==> src/rtl/mem_bus_arbiter_pkg.sv <==
// Shared types for the ibus/dbus memory arbiter: FSM states, bus owner
// encoding and the timeout counter width helper.
package mem_bus_arbiter_pkg;

    typedef enum logic [1:0] {
        IDLE = 2'd0,
        BUSY = 2'd1,
        DONE = 2'd2
    } arb_state_t;

    typedef enum logic {
        IBUS = 1'b0,
        DBUS = 1'b1
    } arb_owner_t;

    // Width of a counter that must reach timeout-1; never narrower than one bit.
    function automatic int unsigned count_width(input int unsigned timeout);
        return (timeout > 1) ? $clog2(timeout) : 1;
    endfunction

endpackage

==> src/rtl/mem_bus_arbiter_timeout_counter.sv <==
// Saturating BUSY-cycle counter for the memory arbiter. o_expired is high once
// the count sits at TIMEOUT-1; TIMEOUT = 0 removes the counter altogether.
module bus_timeout_counter
    import mem_bus_arbiter_pkg::*;
#(
    parameter int unsigned TIMEOUT = 16
) (
    input  logic i_clk,
    input  logic i_rst,
    input  logic i_clr,
    input  logic i_en,
    output logic o_expired
);

    generate
        if (TIMEOUT == 0) begin : g_off
            assign o_expired = 1'b0;
        end else begin : g_on
            localparam int unsigned CW = count_width(TIMEOUT);
            localparam logic [CW-1:0] LAST = CW'(TIMEOUT - 1);

            logic [CW-1:0] r_count;

            // Holds at LAST instead of wrapping, so expired stays asserted.
            always_ff @(posedge i_clk) begin
                if (i_rst || i_clr) begin
                    r_count <= '0;
                end else if (i_en && (r_count != LAST)) begin
                    r_count <= r_count + CW'(1);
                end
            end

            assign o_expired = (r_count == LAST);
        end
    endgenerate

endmodule

==> src/rtl/mem_bus_arbiter.sv <==
// Shares one memory port between the instruction-fetch and load/store buses.
// Define MEM_BUS_ARBITER_RR_EN for round-robin; default is dbus-over-ibus priority.
module mem_bus_arbiter
    import mem_bus_arbiter_pkg::*;
#(
    parameter int unsigned ADDR_WIDTH = 32,
    parameter int unsigned DATA_WIDTH = 32,
    parameter int unsigned TIMEOUT    = 16
) (
    input  logic                  i_clk,
    input  logic                  i_rst,
    input  logic                  i_ibus_req,
    input  logic [ADDR_WIDTH-1:0] i_ibus_addr,
    output logic [DATA_WIDTH-1:0] o_ibus_rdata,
    output logic                  o_ibus_ack,
    output logic                  o_ibus_err,
    input  logic                  i_dbus_req,
    input  logic                  i_dbus_we,
    input  logic [ADDR_WIDTH-1:0] i_dbus_addr,
    input  logic [DATA_WIDTH-1:0] i_dbus_wdata,
    output logic [DATA_WIDTH-1:0] o_dbus_rdata,
    output logic                  o_dbus_ack,
    output logic                  o_dbus_err,
    output logic                  o_mem_req,
    output logic                  o_mem_we,
    output logic [ADDR_WIDTH-1:0] o_mem_addr,
    output logic [DATA_WIDTH-1:0] o_mem_wdata,
    input  logic [DATA_WIDTH-1:0] i_mem_rdata,
    input  logic                  i_mem_ack
);

    arb_state_t r_state;
    // r_owner doubles as last_grant: both reset to IBUS and change on every grant.
    arb_owner_t r_owner;

    logic w_any_req;
    logic w_grant_dbus;
    logic w_tmo_clr;
    logic w_tmo_en;
    logic w_expired;
    logic w_done;

    assign w_any_req = i_ibus_req | i_dbus_req;

`ifdef MEM_BUS_ARBITER_RR_EN
    assign w_grant_dbus = i_dbus_req & (~i_ibus_req | (r_owner == IBUS));
`else
    assign w_grant_dbus = i_dbus_req;
`endif

    assign w_tmo_clr = (r_state == IDLE) & w_any_req;
    assign w_tmo_en  = (r_state == BUSY) & ~i_mem_ack;
    // A memory ack in the expiry cycle still completes the access without error.
    assign w_done    = i_mem_ack | w_expired;

    bus_timeout_counter #(
        .TIMEOUT (TIMEOUT)
    ) u_timeout (
        .i_clk     (i_clk),
        .i_rst     (i_rst),
        .i_clr     (w_tmo_clr),
        .i_en      (w_tmo_en),
        .o_expired (w_expired)
    );

    always_ff @(posedge i_clk) begin
        if (i_rst) begin
            r_state      <= IDLE;
            r_owner      <= IBUS;
            o_mem_req    <= 1'b0;
            o_mem_we     <= 1'b0;
            o_mem_addr   <= '0;
            o_mem_wdata  <= '0;
            o_ibus_rdata <= '0;
            o_ibus_ack   <= 1'b0;
            o_ibus_err   <= 1'b0;
            o_dbus_rdata <= '0;
            o_dbus_ack   <= 1'b0;
            o_dbus_err   <= 1'b0;
        end else begin
            // NOTE: acks and errs default low every cycle, so the single
            // assignment in BUSY yields exactly one DONE-cycle pulse.
            o_ibus_ack <= 1'b0;
            o_ibus_err <= 1'b0;
            o_dbus_ack <= 1'b0;
            o_dbus_err <= 1'b0;

            case (r_state)
                IDLE: begin
                    if (w_any_req) begin
                        o_mem_req <= 1'b1;
                        r_state   <= BUSY;
                        if (w_grant_dbus) begin
                            r_owner     <= DBUS;
                            o_mem_we    <= i_dbus_we;
                            o_mem_addr  <= i_dbus_addr;
                            o_mem_wdata <= i_dbus_wdata;
                        end else begin
                            r_owner     <= IBUS;
                            o_mem_we    <= 1'b0;
                            o_mem_addr  <= i_ibus_addr;
                            o_mem_wdata <= '0;
                        end
                    end
                end

                BUSY: begin
                    if (w_done) begin
                        o_mem_req <= 1'b0;
                        r_state   <= DONE;
                        if (r_owner == DBUS) begin
                            o_dbus_ack   <= 1'b1;
                            o_dbus_err   <= ~i_mem_ack;
                            o_dbus_rdata <= i_mem_ack ? i_mem_rdata : '0;
                        end else begin
                            o_ibus_ack   <= 1'b1;
                            o_ibus_err   <= ~i_mem_ack;
                            o_ibus_rdata <= i_mem_ack ? i_mem_rdata : '0;
                        end
                    end
                end

                DONE: begin
                    r_state <= IDLE;
                end

                default: begin
                    r_state <= IDLE;
                end
            endcase
        end
    end

endmodule

==> config.mk <==
export PLATFORM = sky130hd
export DESIGN_NAME = mem_bus_arbiter
export DESIGN_NICKNAME = d
export VERILOG_FILES = /design/src/rtl/mem_bus_arbiter_pkg.sv /design/src/rtl/mem_bus_arbiter_timeout_counter.sv /design/src/rtl/mem_bus_arbiter.sv
export SDC_FILE = /design/constraint.sdc
export NUM_CORES = 1
export LEC_CHECK = 0
export CORE_ASPECT_RATIO = 0.5
export CORE_UTILIZATION = 30
export CTS_CLUSTER_SIZE = 24
export DETAILED_ROUTE_END_ITERATION = 6
export GPL_TIMING_DRIVEN = 0
export PLACE_DENSITY = 0.6
export SLEW_MARGIN = 15
export SYNTH_ARGS = -nofsm -noshare
export SYNTH_HDL_FRONTEND = slang
export SYNTH_SLANG_ARGS = --single-unit
==> constraint.sdc <==
create_clock -name i_clk -period 2.2 [get_ports i_clk]
set_input_delay 0.44 -clock i_clk [delete_from_list [all_inputs] [get_ports i_clk]]
set_output_delay 0.44 -clock i_clk [all_outputs]
set_load 0.005 [all_outputs]
# [After elaboration in Yosys (flattened, before gate mapping)]
# Index checks and enable logic that the tools add are counted.
[word_totals] reg_bits=141 mem_bits_ro=0 input_bits=134 latchBits=0 memories=0 out_inout_bits=134 wordCells=52 ram_bits=0
[op_classes] reduce_logical=12 div=0 n_shift=0 bitwise=8 n_mux=13 eq_ne=5 n_mul=0 n_addsub=1 order_cmp=0
[ops] cell="two-way mux 32 bit" n=3
[ops] cell="AND reduction 3 bit" n=3
[ops] cell="OR reduction 4 bit" n=2
[ops] cell="two-way mux 1 bit" n=6
[ops] cell="adder 4 x 1 -> 4 bit, second input constant" n=1
[ops] cell="== test 4 bit, second input constant" n=1
[ops] cell="two-way mux 2 bit" n=2
[ops] cell="inequality test 2 bit, second input constant" n=2
[ops] cell="inequality test 4 bit, second input constant" n=1
[ops] cell="NOT 1 bit" n=4
[ops] cell="one-hot mux 2 bit (2 select lines)" n=1
[ops] cell="AND reduction 2 bit" n=2
[ops] cell="OR reduction 3 bit" n=1
[ops] cell="AND 1 bit" n=2
[ops] cell="== test 2 x 1 -> 1 bit, second input constant" n=1
[ops] cell="zero test 2 bit" n=1
[ops] cell="bitwise OR 1 bit" n=2
[ops] cell="one-hot mux 1 bit (2 select lines)" n=1
[ops] cell="nonzero test 2 bit" n=1
[ops] cell="logical AND 1 bit" n=1
[ops] cell="logical OR 1 bit" n=1

# [Depth between registers and ports, before layout]
[logic_depth] ltp_word=4 mapped_depth=7 ltp_nobuf=4

# [Hierarchy]
# From an unflattened synthesis, not the netlist that was laid out.
[hier_totals] cells_unflattened=595 hier_area_um2=5820.6
[modules_own_cells] mod="mem_bus_arbiter" cells_each=573 area_per_inst_um2=5609.1 n_inst=1 seq_area_each_um2=2742.6
[modules_own_cells] mod="bus_timeout_counter" cells_each=22 area_per_inst_um2=211.5 n_inst=1 seq_area_each_um2=80.1

# [Worst setup path before layout]
# No wires, ideal clock.
[synth_path] kind="input to register" startpoint="input i_dbus_req" endpoint="register o_mem_addr[10]" stages=7 slack_ns=0.641 setup_time_ns=0.081 t_required_ns=2.119 n_path_buf=4 arrival_ns=1.477 path_cell_list="buf_6 > or2_1 > buf_6 > and2_1 > buf_6 > buf_6 > a211oi_2"
[synth_between] elab_chain_len=2 elab_cells_between_ends=3 classes_between="mux (1); bitwise (1); reduce/logical (1)"
[synth_rtl] element="start: declaration" line_no="mem_bus_arbiter.sv:17" source="input logic i_dbus_req,"
[synth_rtl] element="bitwise OR 1 bit" line_no="mem_bus_arbiter.sv:43" source="assign w_any_req = i_ibus_req | i_dbus_req;"
[synth_rtl] element="AND reduction 2 bit (no source line)"
[synth_rtl] element="end signal: assignment" line_no="mem_bus_arbiter.sv:96" source="o_mem_addr <= i_dbus_addr;"
[synth_rtl] element="end signal: assignment" line_no="mem_bus_arbiter.sv:101" source="o_mem_addr <= i_ibus_addr;"
[synth_rtl] element="end: declaration" line_no="mem_bus_arbiter.sv:26" source="output logic [ADDR_WIDTH-1:0] o_mem_addr,"
# Parallel ways exist; a longest one is shown, timed or not.
# A chain may end at the register's enable or synchronous reset.

# [Worst setup path after layout]
[layout_path] startpoint="input i_rst" endpoint="register o_dbus_rdata[2]"
[layout_rtl] element="start: declaration" line_no="mem_bus_arbiter.sv:11" source="input logic i_rst,"
[layout_rtl] element="end signal: assignment" line_no="mem_bus_arbiter.sv:114" source="o_dbus_rdata <= i_mem_ack ? i_mem_rdata : '0;"
[layout_rtl] element="end: declaration" line_no="mem_bus_arbiter.sv:21" source="output logic [DATA_WIDTH-1:0] o_dbus_rdata,"
# No word-level cell between the ends.

==> metrics <==
number of CTS-inserted buffers=17; Post-synth EDFFs=0; hold buffers post-CTS=0; core area=17700 µm²; port bufs=265; first-pass GRT wire length=30200 µm; CP Buf/Inv Count=3; worst slew pin tran=0.804 ns; Worst Hold Class=flip-flop to flip-flop; ys async rst share=0%; status=finished, final reports clean; total global routing track utilization=20.1%; Max Cap Viol=0; Top Ports=268; CP top delay family=buffers and inverters; initial antenna violation count=0; synth top area cells=dfxtp_1 51%, a21oi_1 9.1%, a211oi_2 6.8%; final setup violation count=0; CTS clk-pin slew, worst paths=0.06 ns; Main synth FF type=dfxtp_1; ANT cells=0; Final Skew=0.00863 ns; Avg Cell Area, Syn=9.79 µm²; post-synth cell types=35; cell taking the most area after synthesis=dfxtp_1; Final Max Slew Viols=0; slew margin rel.=46.4%; fin worst setup slack=0.296 ns; Hold Vio Cnt, Final=0; gpl congestion=0.768; Placed Cells=1065; Sink Count=141; global route total overflow=0; unrepaired setup endpoints after global routing=no; power density over the cells=759 nW/µm²; Syn Std Cell Area=5540 µm²; Worst path max stage delay=0.62 ns; root buffer cell=clkbuf_16; minimum clock period=1.90 ns; dpl hpwl=14200 µm; commonest cells in the synthesized netlist=141 x dfxtp_1, 101 x a21oi_1, 66 x nand3_1, 57 x o21ai_0, 35 x clkbuf_1; H-tree levels=4; Via density=4.93; # rows=34; vias after detailed routing=5410; Post-route DRC=0; synth warn=0; vias in the first global route=5413; die area=19100 µm²; Worst Path Max Fanout=10; PostCTS Resize Cnt=0; R2R setup slack=0.38 ns; Clk Latency, worst-skew pair=0.42 ns; Layout area overhead=63.8%; Routed WL=19200 µm; register bit total from synthesis=141; Critical Path AT=2.19 ns; clock buffer depth=2; Die H=98.1 µm; worst slack, placed=-0.134 ns; crit path cell chain=clkdlybuf4s50_1 -> clkbuf_1 -> clkbuf_1 -> a21oi_1; Top cell by count, worst path=clkbuf_1; Synth top area share=50.9%; layout cells sized above 1=10.4%; Post-Syn Instances=566; count leader, synth=dfxtp_1; nets@finish=985; cell leakage power=0.00323 µW; Worst setup SP type=input pin; Seq/Total Area, Yosys=50.9%; Req. time, crit path=2.48 ns; die width=194 µm; First-pass DRT Iterations=4; Fin Setup TNS=0 ns; fmax=0.525 GHz; Synthesized Nets=701; Worst Setup End Kind=flip-flop; Routed Antenna Nets=0; final worst path period share=86.5%; initial core utilization=31.2%; kind of critical path=input pin to flip-flop; Final Instance Count excl. Fillers=1097; largest net degree at the start of global routing=17; TritonCTS clock tree=done; slowest stage cell, crit path=clkbuf_1; Max IR drop VDD=0.569 mV; Setup Buffers After CTS=0; WL/cell=17.5 µm; Iter 0 DRT Violations=187
cells by family after synthesis:
kind of cell	synth area share, %
buffers and inverters	5.46
adders and majority gates	0.226
muxes	5.78
AOI/OAI and AO/OA	28.8
and+or+nand+nor	8.78
DFF	50.9
sequential cells by signal, summed over array words and instances, names as in the netlist, 2 cells and up:
name and cells:
o_dbus_rdata 32, u_timeout.g_on.r_count 4, o_mem_wdata 32, o_mem_addr 32, o_ibus_rdata 32, r_state 2
per-stage QoR:
stage	power, µW	hold slack, ns	cell area, µm²	util, %
finish	6890	0.473	9080	51.2
global route	7170	0.488	9080	51.2
CTS	6950	0.475	9080	51.2
detailed placement	4040	0.453	8490	47.8
global placement	4030	0.457	8490	47.8
floorplan	3340	0.466	5540	-
report_power, final:
part           leakage, µW  total, µW  internal [µW]  switching, µW
logic              0.00179       1200            666            534
registers          0.00115       2780           2700           77.8
clock network     0.000289       2910           1620           1290
layer usage:
| metal | wire length (µm) | global-route usage [%] | up-vias |
|---|---|---|---|
| met5 | 0 | 0 | - |
| met4 | 391 | 6.84 | 0 |
| met3 | 819 | 4.46 | 27 |
| met2 | 9170 | 33.7 | 124 |
| met1 | 8790 | 25.6 | 2589 |
| li1 | - | - | 2670 |
path summary, 6_finish.rpt:
check	to	depth (start not counted)	from
setup / recovery	o_dbus_rdata[2]	4	i_rst
hold / removal	o_mem_wdata[1]	1	o_mem_wdata[1]
setup reg to reg	o_dbus_rdata[2]	6	u_timeout.g_on.r_count[0]
hold reg to reg	o_mem_wdata[1]	1	o_mem_wdata[1]
worst reg2reg max path, cell delays in order, from the launching register on:
cell	delay [ns]
dfxtp_1	0.34
ha_1	0.25
a31oi_2	0.35
buf_2	0.27
buf_2	0.25
o21ai_0	0.13
a21oi_1	0.17
layout make-up:
type	count	area [µm²]
flip-flops and latches	141	2820
repair buffers	265	2650
inverters	1	3.75
fillers	1618	8660
plain buffers	62	299
clock buffers	17	425
well taps	234	293
multi-input cells	362	2420
clock inverters	15	166
placed cells by master, fill, tap and decap left out, drive strengths merged, types with 2 or more instances in the layout:
cell           Yosys  routed
clkbuf            35      52
or3                2       2
nand3             66      66
o21ai             66      66
inv                1      11
nor2               4       4
mux2i             32      32
nand3b             2       2
buf               27      27
nand2b             2       2
a211oi            33      33
clkdlybuf4s50      0     265
a22o              33      33
o31ai              2       2
nor3               3       3
a21oi            102     102
clkinv             0       3
a21o               2       2
dfxtp            141     141
or4                2       2
(Power assumes the default switching activity.)
